## src/rtl/oci_dct_trace_capture.sv

```systemverilog
// -----------------------------------------------------------------------------
// oci_dct_trace_capture
//
// Data-trace capture buffer on the OCI debug path. DCT trace words from the
// core are queued in a DEPTH-entry show-ahead FIFO and drained by a
// ready/valid reader. A small FSM gates capture and, once an end-of-test
// request has fully flushed the FIFO, reports a sticky test-has-ended status.
//
// Optional feature (macro OCI_DCT_TIMESTAMP_EN): a free-running TS_W-bit cycle
// counter is stored alongside every accepted word and rd_data becomes
// {timestamp, trace_data}. With the macro undefined there is no counter and
// rd_data is DATA_W bits wide.
//
// Ports:
//   clk            system clock, rising edge
//   reset_n        asynchronous active-low reset
//   arm            pulse: start / restart capture
//   trace_valid    trace word present this cycle
//   trace_data     trace word
//   test_ending    pulse: stop capture and flush
//   rd_ready       reader accepts rd_data
//   rd_valid       FIFO non-empty
//   rd_data        head entry (show-ahead), holds last value when empty
//   dct_count      occupancy, 0..DEPTH
//   overflow       sticky: at least one word dropped
//   drop_count     dropped words, saturating at 16'hFFFF
//   test_has_ended sticky: flush complete
//   state          FSM state (IDLE=0, CAPTURE=1, DRAIN=2, ENDED=3)
// -----------------------------------------------------------------------------
module oci_dct_trace_capture #(
  parameter int DATA_W = 30,
  parameter int DEPTH  = 8,
  parameter int CNT_W  = $clog2(DEPTH + 1),
  parameter int TS_W   = 16
) (
  input  logic              clk,
  input  logic              reset_n,
  input  logic              arm,
  input  logic              trace_valid,
  input  logic [DATA_W-1:0] trace_data,
  input  logic              test_ending,
  input  logic              rd_ready,
  output logic              rd_valid,
`ifdef OCI_DCT_TIMESTAMP_EN
  output logic [DATA_W+TS_W-1:0] rd_data,
`else
  output logic [DATA_W-1:0] rd_data,
`endif
  output logic [CNT_W-1:0]  dct_count,
  output logic              overflow,
  output logic [15:0]       drop_count,
  output logic              test_has_ended,
  output logic [1:0]        state
);

`ifdef OCI_DCT_TIMESTAMP_EN
  localparam int OUT_W = DATA_W + TS_W;
`else
  localparam int OUT_W = DATA_W;
`endif
  localparam int PTR_W = $clog2(DEPTH);

  typedef enum logic [1:0] {
    S_IDLE    = 2'd0,
    S_CAPTURE = 2'd1,
    S_DRAIN   = 2'd2,
    S_ENDED   = 2'd3
  } state_t;

  state_t            r_state;
  state_t            w_state_next;

  logic [OUT_W-1:0]  r_mem [DEPTH];
  logic [PTR_W-1:0]  r_wr_ptr;
  logic [PTR_W-1:0]  r_rd_ptr;
  logic [CNT_W-1:0]  r_count;
  logic [OUT_W-1:0]  r_rd_data;
  logic              r_overflow;
  logic [15:0]       r_drop_count;

  logic              w_wr_allowed;
  logic              w_clear_status;
  logic              w_empty;
  logic              w_full;
  logic              w_pop;
  logic              w_wr;
  logic              w_drop;
  logic [OUT_W-1:0]  w_wdata;
  logic [PTR_W-1:0]  w_rd_ptr_inc;
  logic              w_head_load;
  logic [OUT_W-1:0]  w_head_next;

  // ---------------------------------------------------------------------------
  // Write payload (optionally timestamped)
  // ---------------------------------------------------------------------------
`ifdef OCI_DCT_TIMESTAMP_EN
  logic [TS_W-1:0] r_ts;

  always_ff @(posedge clk or negedge reset_n) begin
    if (!reset_n) r_ts <= '0;
    else          r_ts <= r_ts + TS_W'(1);
  end

  assign w_wdata = {r_ts, trace_data};
`else
  assign w_wdata = trace_data;
`endif

  // ---------------------------------------------------------------------------
  // FSM: state register
  // ---------------------------------------------------------------------------
  // NOTE: clocked state uses non-blocking (<=) so every flop samples the
  // pre-edge values; combinational blocks below use blocking (=).
  always_ff @(posedge clk or negedge reset_n) begin
    if (!reset_n) r_state <= S_IDLE;
    else          r_state <= w_state_next;
  end

  // FSM: next-state logic. test_ending outranks arm wherever both matter.
  // NOTE: every always_comb output gets a default first so no path leaves
  // it unassigned, which would otherwise infer a latch.
  always_comb begin
    w_state_next = r_state;
    unique case (r_state)
      S_IDLE: begin
        if (test_ending)  w_state_next = S_DRAIN;
        else if (arm)     w_state_next = S_CAPTURE;
      end
      S_CAPTURE: begin
        if (test_ending)  w_state_next = S_DRAIN;
      end
      // Registered occupancy is checked, so DRAIN always lasts >= 1 cycle.
      S_DRAIN: begin
        if (w_empty)      w_state_next = S_ENDED;
      end
      S_ENDED: begin
        if (arm)          w_state_next = S_CAPTURE;
      end
      default:            w_state_next = S_IDLE;
    endcase
  end

  // FSM: outputs
  always_comb begin
    w_wr_allowed   = 1'b0;
    w_clear_status = 1'b0;
    test_has_ended = 1'b0;
    unique case (r_state)
      S_CAPTURE: w_wr_allowed = 1'b1;
      S_ENDED: begin
        test_has_ended = 1'b1;
        w_clear_status = arm;
      end
      default: ;
    endcase
  end

  // ---------------------------------------------------------------------------
  // FIFO control
  // ---------------------------------------------------------------------------
  assign w_empty      = (r_count == '0);
  assign w_full       = (r_count == CNT_W'(DEPTH));
  assign w_pop        = ~w_empty & rd_ready;
  // A full FIFO still takes a word when the head leaves on the same edge.
  assign w_wr         = w_wr_allowed & trace_valid & (~w_full | w_pop);
  assign w_drop       = w_wr_allowed & trace_valid & w_full & ~w_pop;
  assign w_rd_ptr_inc = r_rd_ptr + PTR_W'(1);

  always_ff @(posedge clk or negedge reset_n) begin
    if (!reset_n) begin
      r_wr_ptr <= '0;
      r_rd_ptr <= '0;
      r_count  <= '0;
    end else begin
      if (w_wr)  r_wr_ptr <= r_wr_ptr + PTR_W'(1);
      if (w_pop) r_rd_ptr <= w_rd_ptr_inc;
      if (w_wr && !w_pop)      r_count <= r_count + CNT_W'(1);
      else if (w_pop && !w_wr) r_count <= r_count - CNT_W'(1);
    end
  end

  // NOTE: storage is deliberately not reset; validity is tracked by the
  // pointers and count, and leaving the array reset-free lets it map to RAM.
  always_ff @(posedge clk) begin
    if (w_wr) r_mem[r_wr_ptr] <= w_wdata;
  end

  // Registered head: computes what the head will be after this edge so that
  // rd_data is a flop (resets to 0, holds when empty).
  always_comb begin
    w_head_load = 1'b0;
    w_head_next = w_wdata;
    if (w_empty) begin
      w_head_load = w_wr;
    end else if (w_pop) begin
      if (r_count == CNT_W'(1)) begin
        w_head_load = w_wr;
      end else begin
        w_head_load = 1'b1;
        w_head_next = r_mem[w_rd_ptr_inc];
      end
    end
  end

  always_ff @(posedge clk or negedge reset_n) begin
    if (!reset_n)         r_rd_data <= '0;
    else if (w_head_load) r_rd_data <= w_head_next;
  end

  // ---------------------------------------------------------------------------
  // Overflow status
  // ---------------------------------------------------------------------------
  always_ff @(posedge clk or negedge reset_n) begin
    if (!reset_n) begin
      r_overflow   <= 1'b0;
      r_drop_count <= '0;
    end else if (w_clear_status) begin
      r_overflow   <= 1'b0;
      r_drop_count <= '0;
    end else if (w_drop) begin
      r_overflow <= 1'b1;
      if (r_drop_count != 16'hFFFF) r_drop_count <= r_drop_count + 16'd1;
    end
  end

  assign rd_valid   = ~w_empty;
  assign rd_data    = r_rd_data;
  assign dct_count  = r_count;
  assign overflow   = r_overflow;
  assign drop_count = r_drop_count;
  assign state      = r_state;

endmodule

```

## config.mk

```make
export PLATFORM = sky130hd
export DESIGN_NAME = oci_dct_trace_capture
export DESIGN_NICKNAME = d
export VERILOG_FILES = /design/src/rtl/oci_dct_trace_capture.sv
export SDC_FILE = /design/constraint.sdc
export NUM_CORES = 1
export LEC_CHECK = 0
export ABC_AREA = 1
export BUFFER_PORTS_ARGS = -buffer_cell sky130_fd_sc_hd__buf_2
export CORE_MARGIN = 2
export CORE_UTILIZATION = 60
export DETAILED_ROUTE_END_ITERATION = 12
export PLACE_DENSITY = 0.87
export SYNTH_ARGS = -nofsm -noshare
export SYNTH_HDL_FRONTEND = slang
export SYNTH_SLANG_ARGS = --single-unit
```

## constraint.sdc

```tcl
create_clock -name clk -period 3.7 [get_ports clk]
set_input_delay 0.555 -clock clk [delete_from_list [all_inputs] [get_ports clk]]
set_output_delay 0.555 -clock clk [all_outputs]
set_load 0.02 [all_outputs]
```

# After elaboration in Yosys (flattened, before gate mapping)
# Memory sizes are Yosys's and may differ from the RTL's.
# Index checks and enable logic that the tools add are counted.
word_totals:
  regBits: 59
  memories: 1
  latchBits: 0
  inputBits: 36
  ram_bits: 240
  wordCells: 64
  mem_bits_ro: 0
memory_table:
  columns: ["memory", "words", "width", "read_ports", "rd_ports_with_merged_regs", "wr", "line", "rtl"]
  rows:
  - ["r_mem", 8, 30, 1, 0, 1, "73", "logic [OUT_W-1:0] r_mem [DEPTH];"]
classes:
  n_mul: 0
  div: 0
  bitwise: 9
  n_addsub: 5
  n_lt_le_gt_ge: 0
  n_reduce_logical: 11
  n_mux: 23
  eq_ne: 8
  shift: 0
ops:
  columns: ["op", "count"]
  rows:
  - ["2-to-1 mux 30 bit", 3]
  - ["2-to-1 mux 16 bit", 3]
  - ["adder 16 x 1 -> 16 bit, second input constant", 1]
  - ["!= test 16 bit, second input constant", 1]
  - ["2-to-1 mux 1 bit", 10]
  - ["2-to-1 mux 2 bit", 4]
  - ["2-to-1 mux 4 bit", 2]
  - ["one-hot mux 2 bit (4 select lines)", 1]
  - ["adder 3 x 1 -> 3 bit, second input constant", 2]
  - ["nonzero test 2 bit", 3]
  - ["AND 1 bit", 5]
  - ["adder 4 x 1 -> 4 bit, second input constant", 1]
  - ["equality test 2 bit, second input constant", 2]
  - ["equality test 4 x 1 -> 1 bit, second input constant", 1]
  - ["equality test 4 bit, second input constant", 1]
  - ["logical NOT 4 bit", 1]
  - ["!= test 2 bit, second input constant", 2]
  - ["AND reduction 2 bit", 2]
  - ["subtractor 4 x 1 -> 4 bit, second input constant", 1]
  - ["NOT 1 bit", 3]
  - ["equality test 2 x 1 -> 1 bit, second input constant", 1]
  - ["logical AND 1 bit", 2]
  - ["logical NOT 1 bit", 2]
  - ["logical NOT 2 bit", 1]
  - ["bitwise OR 1 bit", 1]

# Logic depth before layout (Yosys ltp)
# Gate-level depths: netlist of the first run.
depth:
  depth_word: 9
  depth_mapped: 11
  mapped_depth_nobuf: 11

# Least setup slack after synthesis of the first run
# Ideal clock, no wire load.
synth_timing:
  kind: "reg-to-reg"
  from: "reg r_count[0] (netlist: dct_count[0])"
  to: "mem r_mem[0][0] (netlist name) (enable)"
  required_ns: 3.283
  synth_period_minus_slack_ns: 3.057
  setup_slack_ns: 0.643
  stages_incl_launch_ff: 7
  arrival_time_ns: 2.640
  setup_time_ns: 0.417
  cell_sequence: "dfrtp_1 inv_1 ha_1 nand3_1 nand2_1 or2_2 nor2_1"
synth_via:
  elab_chain_len: 7
  word_cells_on_any_way: 9
  classes_between: "eq/ne (1); mux (2); bitwise (5); reduce/logical (1)"
synth_rtl:
  columns: ["item", "line", "rtl"]
  rows:
  - ["start, declared", "76", "logic [CNT_W-1:0] r_count;"]
  - ["start signal, assigned", "177", "if (w_wr && !w_pop) r_count <= r_count + CNT_W'(1);"]
  - ["start signal, assigned", "178", "else if (w_pop && !w_wr) r_count <= r_count - CNT_W'(1);"]
  - ["logical NOT 4 bit", "161", "assign w_empty = (r_count == '0);"]
  - ["NOT 1 bit", "163", "assign w_pop = ~w_empty & rd_ready;"]
  - ["AND 1 bit", "163", null]
  - ["bitwise OR 1 bit *", "165", "assign w_wr = w_wr_allowed & trace_valid & (~w_full | w_pop);"]
  - ["AND 1 bit *", "165", null]
  - ["2-to-1 mux 1 bit *", "185", "if (w_wr) r_mem[r_wr_ptr] <= w_wdata;"]
  - ["2-to-1 mux 1 bit (implied by the code) *", "185", null]
  - ["end, declared", "73", null]
# Mark *: on every way between the ends. The rest lies on a longest branch, timed or not.

# Final worst setup path of the first run
layout_timing:
  from: "reg r_count[0] (netlist: dct_count[0])"
  to: "mem r_mem[3][18] (netlist name) (enable)"
layout_via:
  elab_chain_len: 7
  word_cells_on_any_way: 9
  classes_between: "eq/ne (1); mux (2); bitwise (5); reduce/logical (1)"
layout_rtl:
  columns: ["item", "line", "rtl"]
  rows:
  - ["logical NOT 4 bit", "161", null]
  - ["NOT 1 bit", "163", null]
  - ["AND 1 bit", "163", null]
  - ["bitwise OR 1 bit *", "165", null]
  - ["AND 1 bit *", "165", null]
  - ["named net w_wr", "86", "logic w_wr;"]
  - ["2-to-1 mux 1 bit *", "185", null]
  - ["2-to-1 mux 1 bit (implied by the code) *", "185", null]
# The timed path passes the listed nets; every way through them passes the cells marked *.

==> results of run 1 <==
-- where the power goes --
group | internal (mW) | total, mW | switching [mW]
Combinational | 1.43 | 4.57 | 3.13
Sequential | 4.05 | 4.45 | 0.394
Clock | 1.83 | 3.03 | 1.20
Total | 7.32 | 12.0 | 4.73
-- critical path, cell delays in order (launching register included) --
cell     delay, ps
dfrtp_1        470
inv_1          110
ha_1           250
nand3_1         90
nand2_1        100
inv_1          170
nand2_1        260
nor2_4         560
buf_4          370
-- metal layers --
metal,up-vias,part of all wire (%)
met2,488,50
li1,4242,-
met5,-,0
met3,72,8.2
met4,0,2.8
met1,4341,39
-- cell usage in the layout, fill, tap and decap left out, types with 4 or more instances in the layout --
cell       instances
buf_4             14
nand2_2            4
nand2_1          261
bufinv_16          4
nand4_1            6
xor2_1            11
dfrtp_1           58
clkbuf_1           6
nand3_1          105
inv_1            126
o21ai_0           35
buf_2             90
nor2_1           164
nor2_4            11
o211ai_1          66
o21ai_2            6
clkbuf_8           6
clkbuf_16         29
o21ai_1            4
edfxtp_1         240
a21oi_1           33
ha_1               8
-- per-stage QoR --
step / power [mW] / hold slack [ps]
6_report: 12.0 / 163
3_5_place_dp: 8.96 / 495
2_1_floorplan: 7.67 / 259
3_3_place_gp: 8.75 / 471
4_1_cts: 12.0 / 190
5_1_grt: 12.7 / 226
-- state kept, by name, indices dropped and copies added (netlist names) --
| name | count |
|---|---|
| rd_data | 30 |
| dct_count | 4 |
| r_rd_ptr | 3 |
| r_wr_ptr | 3 |
| r_mem | 240 |
| overflow | 1 |
| drop_count | 16 |
| state | 2 |
-- cell families (layout without fill, tap and decap cells) --
| logic type | count (synthesis) | in the layout | share of synthesized area, % |
|---|---|---|---|
| AND/OR/NAND/NOR | 559 | 559 | 17.8 |
| flip-flops | 299 | 299 | 67.2 |
| buffers and inverters | 189 | 287 | 6.09 |
| AO/OA/AOI/OAI | 147 | 147 | 7.21 |
| XOR/XNOR | 13 | 13 | 0.882 |
| adder cells (fa/ha/maj) | 8 | 8 | 0.775 |
| other | 0 | 1 | 0 |
-- final timing paths --
| check | start | to | slack [ps] | cells past startpoint |
|---|---|---|---|---|
| max | dct_count[0] | r_mem[3][18] | 990 | 8 |
| min | reset_n | rd_data[1] | 160 | 1 |
| max reg2reg | dct_count[0] | r_mem[3][18] | 990 | 8 |
| min reg2reg | r_rd_ptr[1] | r_rd_ptr[1] | 510 | 2 |
| max in group asynchronous | reset_n | rd_data[14] | 2590 | 2 |
| min in group clk | test_ending | state[1] | 280 | 3 |
-- area by class of cell --
type / count / area (um^2) / share of cell area (%)
timing repair buffer: 106 / 596 / 4.08
clock inverter: 11 / 154 / 1.05
tap: 275 / 344 / 2.35
inverter: 129 / 484 / 3.31
sequential: 299 / 8690 / 59.4
multi-input combinational: 727 / 3520 / 24.1
clock buffer: 41 / 831 / 5.68
antenna: 1 / 2.50 / 0.0171
==> reports/metrics.csv, run 1 <==
metric,value,unit
status,completed,
site row count,53,
worst-path fanout max,16,
minimum clock period,2710,ps
Final Util,69.3,%
Syn-to-layout area delta,13.2,%
Syn Inst Count,1215,
pin count of the biggest net entering global routing,123,
drt first pass iters,5,
dpl cell area,13600,um^2
Synth async-reset ratio,19.7,%
root buf cell,clkbuf_16,
Post-synth EDFFs,240,
Rel. slew slack,7.46,%
Nets,1335,
die width,151,um
Max H-tree Level,1,
sequential element share of the synthesized area,67.2,%
Worst-Margin Slew,1390,ps
Routed WL,29400,um
Max-Cap Viols,0,
met3 Use GR,4.30,%
drt via density,5.75,
vias,9143,
initial antenna violation count,1,
Worst EP arrival,2920,ps
final instance area,14600,um^2
worst setup path category,flop to flop,
Yosys Warn Count,0,
DRC errors left,0,
Post-synth top flop,edfxtp_1,
sum of negative setup slack,0,ps
number of CTS-inserted buffers,28,
dominant cells by area after synthesis,"edfxtp_1, dfrtp_1, nand2_1, nor2_1, nand3_1",
number of max-slew violations in the final report,0,
cell accounting for the most synthesized area,edfxtp_1,
Top Usage Layer GRT,met2,
clock buffer depth,3,
number of global-route vias before repair,9275,
# setup viols final,0,
Hold Crit Class,input port to async pin,
Unique masters post-synth,29,
share of cells above drive strength 1,13.6,%
crit start category,flop,
most numerous cell in the Yosys netlist,nand2_1,
area fraction of the dominant cell type after synthesis,55.8,%
post-CTS setup buffers,0,
first-pass GRT wire length,46700,um
routed len/inst,18.5,um
grt met2 use,45.6,%
Fin. Hold Viols,0,
hpwl dp,16700,um
io pins,91,
Place WS,1040,ps
Finished Layout Cells,1589,
met1 Resource Use GR,34.4,%
most common library cells after synthesis,"nand2_1, edfxtp_1, nor2_1",
RSZ-0062 raised after global routing,false,
DRT antenna net count,0,
"Avg Cell Area, Syn",10.6,um^2
CTS sink cnt,299,
CTS tree,done,
Post-Place Cells,1536,
PortBufs,90,
DIE AREA,22700,um^2
Tot GR Track Use,26.6,%
Mapped Nets,1259,
CTS Hold Bufs,0,
pwr dens,824,nW/um^2
Seq cells post-synth,299,
fin crit share,73.2,%
Initial Utilization,61.2,%
Worst Clk Skew,19.5,ps
Fillers,1382,
Netlist Area Pre-Place,12900,um^2
final worst slack,993,ps
grt ovf,0,
die height,151,um
fmax,0.369,GHz
CORE AREA,21100,um^2
CTS clock-pin slew for the worst setup and hold paths,70,ps
worst skew pair latency,540,ps
leak pwr,5.88,nW
post-cts resize count,0,
Worst EP required,3910,ps
Setup crit end kind,flop,
1st-iter DRT viols,1024,
maximum VDD drop,0.000720,V
GPL Wtd Cong,0.867,
Note: power is estimated with default switching activity, not from simulation.
==> run 2: changes to the inputs <==
- clock period: 3.7 -> 2.55 ns (I/O delays scaled with it)
==> reports/metrics.csv, run 2 (same netlist as run 1, synthesis figures left out) <==
metric,value,unit,change
status,completed,,
share of cells above drive strength 1,14.7,%,+1.0 points
met3 Use GR,4.15,%,-0.15 points
fin crit share,84.6,%,+11 points
drt via density,5.81,,+0.95%
Post-Place Cells,1542,,+0.39%
Worst Reg-to-Reg Cells,8,,unchanged
number of global-route vias before repair,9382,,+1.2%
crit start category,flop,,
Top Usage Layer GRT,met2,,
largest register by flop count,r_mem,,
minimum clock period,2160,ps,-551 ps
worst skew pair latency,550,ps,about the same
die width,151,um,unchanged
total power,18.4,mW,+53%
leak pwr,6.04,nW,+2.9%
Fillers,1361,,-1.5%
Max-Cap Viols,0,,unchanged
Place WS,388,ps,-648 ps
drt first pass iters,7,,+2
Worst Clk Skew,11.0,ps,-8.50 ps
"commonest non-fill, non-tap cell in the layout",nand2_1,,
hold path endpoint,state[1],,
grt ovf,0,,unchanged
grt met2 use,45.7,%,+0.068 points
met1 Resource Use GR,35.1,%,+0.69 points
site row count,53,,unchanged
io pins,91,,unchanged
maximum VDD drop,0.000993,V,+38%
first-pass GRT wire length,47100,um,+0.93%
fmax,0.464,GHz,+26%
final worst slack,394,ps,-599 ps
CTS clock-pin slew for the worst setup and hold paths,70,ps,about the same
worst hold start,test_ending,,
CORE AREA,21100,um^2,unchanged
worst-path fanout max,30,,+14
FF-to-FF Start,dct_count[0],,
Hold Crit Depth,3,,
Worst EP arrival,2390,ps,-530 ps
RSZ-0062 raised after global routing,false,,
1st-iter DRT viols,1115,,+8.9%
CTS sink cnt,299,,unchanged
Finished Layout Cells,1599,,+0.63%
DRT antenna net count,0,,unchanged
most frequent cells in the layout,"nand2_1, edfxtp_1, nor2_1",,
root buf cell,clkbuf_16,,
Initial Utilization,61.2,%,unchanged
DRC errors left,0,,unchanged
clock buffer depth,3,,unchanged
routed len/inst,18.6,um,+0.50%
RR Endpoint,r_mem[3][6],,
post-CTS setup buffers,0,,unchanged
Fin. Hold Viols,0,,unchanged
worst setup path category,flop to flop,,
worst reg-to-reg setup slack,390,ps,-600 ps
Routed WL,29800,um,+1.1%
DIE AREA,22700,um^2,unchanged
Syn-to-layout area delta,16.1,%,
Rel. slew slack,45.2,%,+38 points
Nets,1344,,+0.67%
GPL Wtd Cong,0.843,,-2.8%
CTS tree,done,,
number of max-slew violations in the final report,0,,unchanged
die height,151,um,unchanged
Worst EP required,2780,ps,-1130 ps
vias,9288,,+1.6%
Setup crit end kind,flop,,
hpwl dp,16700,um,+0.37%
pin count of the biggest net entering global routing,187,,+52%
Worst-Margin Slew,823,ps,-564 ps
Hold Crit Class,input port to flop,,
Tot GR Track Use,26.9,%,+0.23 points
number of flip-flops in the largest register,240,,unchanged
initial antenna violation count,0,,-1
Antenna diodes,0,,-1
number of CTS-inserted buffers,30,,+7.1%
PortBufs,90,,unchanged
Max H-tree Level,1,,unchanged
# setup viols final,0,,unchanged
pwr dens,1230,nW/um^2,+49%
==> run 2: cell types whose count changed in the layout (fill, tap and decap cells not counted), sizes merged, moves of 2 or more <==
cell	delta
clkinv	+2
clkbuf	-7
bufinv	+7
inv	+3
buf	+6
==> run 2: through the flow <==
step                instance area [um^2]  TNS, ps  hold slack, ps  util, %
finish                             15000        0            60.7     71.1
global route                       15000        0            49.2     71.1
CTS                                15000        0            49.5     71.1
detailed placement                 13800        0             494     65.4
global placement                   13800        0             481     65.4
floorplan                          12900   -48080            86.9        -
==> run 2: what timing repair did <==
action | in CTS | in global routing
hold endpoints to repair | 32 | 0
resized for setup | 0 | 0
hold buffers | 1 | 0
==> run 2: worst max-delay path by stage <==
stage | start | to | slack [ps] | depth (start not counted)
after floorplan | dct_count[0] | r_mem[1][0] | -400 | 7
final | dct_count[0] | r_mem[3][6] | 390 | 8
after global routing | dct_count[0] | r_mem[3][11] | 210 | 8
after CTS | dct_count[0] | r_mem[3][11] | 370 | 8
after detailed placement | dct_count[0] | r_mem[3][6] | 390 | 8
after global placement | dct_count[0] | r_mem[3][9] | 530 | 8
==> run 2: power by group <==
part           switching, mW  internal [mW]
clock                   1.85           3.36
combinational           4.78           2.18
sequential             0.383           5.88
total                   7.02           11.4
==> run 2: layout make-up <==
| cell class | count | area [um^2] | share of cell area, % |
|---|---|---|---|
| Clock buffer | 34 | 797 | 5.32 |
| Clock inverter | 22 | 394 | 2.63 |
| Inverter | 129 | 484 | 3.23 |
| Multi-Input combinational cell | 727 | 3520 | 23.5 |
| Sequential cell | 299 | 8690 | 58.0 |
| Tap cell | 275 | 344 | 2.30 |
| Timing Repair Buffer | 113 | 763 | 5.09 |
==> run 2: worst max-delay path: stages, from the launching register on <==
cell	delay [ps]
dfrtp_1	470
inv_1	110
ha_1	240
nand3_1	90
nand2_1	90
inv_1	150
nand2_1	250
nor2_4	190
buf_12	250
==> run 2: layer usage <==
| metal | wire length, um | vias up | part of all wire [%] |
|---|---|---|---|
| li1 | - | 4256 | - |
| met1 | 11500 | 4429 | 39 |
| met2 | 14900 | 522 | 50 |
| met3 | 2540 | 81 | 8.5 |
| met4 | 856 | 0 | 2.9 |
| met5 | 0 | - | 0 |
==> run 3: changes to the inputs <==
- CORE_UTILIZATION: 60 -> 54
- PLACE_DENSITY: 0.87 -> 0.83
- clock period: 2.55 -> 1.9 ns (I/O delays scaled with it)
==> reports/metrics.csv, run 3 (same netlist as run 1, synthesis figures left out) <==
metric,value,unit,change
FF-to-FF Start,r_rd_ptr[0],,
worst hold start,trace_data[26],,
Final Util,65.7,%,-5.4 points
Place WS,17.3,ps,-370 ps
Rel. slew slack,61.3,%,+16 points
Worst EP required,2360,ps,-420 ps
CTS tree,done,,
Reg power frac,33.5,%,-0.5 points
fmax,0.536,GHz,+16%
dpl cell area,14200,um^2,+2.8%
Hold Crit Class,input port to flop,,
largest register by flop count,r_mem,,
worst skew pair latency,550,ps,about the same
Comb pwr share,42.3,%,+4.5 points
crit start category,flop,,
drt first pass iters,5,,-2
CTS sink cnt,299,,unchanged
hpwl dp,17800,um,+6.2%
final worst slack,34.6,ps,-359 ps
Hold Crit Depth,1,,-2
"commonest non-fill, non-tap cell in the layout",nand2_1,,
Syn-to-layout area delta,19.4,%,
Nets,1376,,+2.4%
first-pass GRT wire length,46800,um,-0.66%
Max-Cap Viols,0,,unchanged
number of CTS-inserted buffers,29,,-3.3%
Max H-tree Level,1,,unchanged
DIE AREA,25200,um^2,+11%
initial antenna violation count,1,,+1
worst setup path category,flop to flop,,
Setup crit end kind,flop,,
worst reg-to-reg setup slack,30,ps,-360 ps
Clk pwr share,24.2,%,-4.1 points
site row count,56,,+5.7%
maximum VDD drop,0.00110,V,+11%
routed len/inst,18.4,um,-1.0%
NetSw,9.72,mW,+38%
number of max-slew violations in the final report,0,,unchanged
most frequent cells in the layout,"nand2_1, edfxtp_1, nor2_1",,
Tot GR Track Use,24.1,%,-2.8 points
status,completed,,
PortBufs,90,,unchanged
Initial Utilization,55.0,%,-6.2 points
io pins,91,,unchanged
Worst Clk Skew,14.5,ps,+3.50 ps
Worst Reg-to-Reg Cells,7,,-1
die width,159,um,+5.3%
clock buffer depth,3,,unchanged
fin crit share,98.2,%,+14 points
Worst-Margin Slew,580,ps,-242 ps
vias,9356,,+0.73%
pin count of the biggest net entering global routing,94,,-50%
root buf cell,clkbuf_16,,
CORE AREA,23500,um^2,+11%
number of flip-flops in the largest register,240,,unchanged
Worst EP arrival,2320,ps,-70 ps
minimum clock period,1870,ps,-291 ps
number of global-route vias before repair,9041,,-3.6%
die height,159,um,+5.3%
Sw Ratio,38.8,%,+0.74 points
hold path endpoint,r_mem[7][26],,
minimum hold slack,36.0,ps,-24.7 ps
1st-iter DRT viols,918,,-18%
worst-path fanout max,42,,+40%
drt via density,5.59,,-3.8%
GPL Wtd Cong,0.895,,+6.2%
Fin. Hold Viols,0,,unchanged
Routed WL,30900,um,+3.7%
RR Endpoint,rd_data[21],,
total power,25.1,mW,+36%
Pint,15.3,mW,+34%
share of cells above drive strength 1,17.4,%,+2.8 points
DRC errors left,0,,unchanged
grt ovf,0,,unchanged
CTS clock-pin slew for the worst setup and hold paths,60,ps,about the same
final instance area,15400,um^2,+2.9%
pwr dens,1630,nW/um^2,+32%
DRT antenna net count,0,,unchanged
leak pwr,6.18,nW,+2.3%
# setup viols final,0,,unchanged
==> run 3: worst max-delay path by stage <==
stage                      start      endpoint  slack, ps
floorplan           dct_count[0]   r_mem[0][0]       -130
finish               r_rd_ptr[0]   rd_data[21]         30
global route        dct_count[1]  dct_count[2]        -40
global placement    dct_count[1]  dct_count[3]         80
detailed placement  dct_count[1]  dct_count[3]         20
CTS                  r_rd_ptr[0]   rd_data[21]         20
==> run 3: stage by stage <==
step | instances | TNS, ps
after floorplan | 1215 | -22650
after global routing | 1675 | -207
after detailed placement | 1609 | 0
final | 1675 | 0
after CTS | 1665 | 0
after global placement | 1609 | 0
==> run 3: layout make-up <==
cell class,instances,area (um^2)
fillers,1626,8060
diodes,1,2.50
multi-input cells,727,3590
clock buffers,36,792
repair buffers,146,1210
flip-flops and latches,299,8690
clock inverters,18,230
well taps,319,399
inverters,129,494
==> run 3: layer usage <==
layer / vias to the layer above / track usage, % / part of all wire, %
met4: 0 / 7.55 / 1.9
met5: - / 0 / 0
li1: 4337 / - / -
met2: 452 / 42.3 / 51
met3: 62 / 3.18 / 8.1
met1: 4505 / 31.1 / 39
==> run 3: repair_timing <==
action,in CTS,in global routing
setup endpoints to repair,3,137
pin swaps,0,2
setup buffers,0,6
cloned,0,3
hold buffers,2,0
resized for setup,2,12
endpoints found under the hold margin,23,0
==> run 3: power groups by stage <==
stage	logic, mW	registers, mW	clock network, mW
after floorplan	6.02	9.03	0
after global placement	9.58	8.46	0
final	10.6	8.40	6.06
after CTS	10.1	8.38	6.14
after detailed placement	9.90	8.50	0
after global routing	11.5	8.48	6.36
==> run 3: worst max-delay path, cell delays in order (launching register included) <==
cell and delay (ps):
dfrtp_4 470, ha_2 330, inv_2 120, buf_12 230, o211ai_1 150, nand3_1 110
nand3_1 130, a21oi_1 220
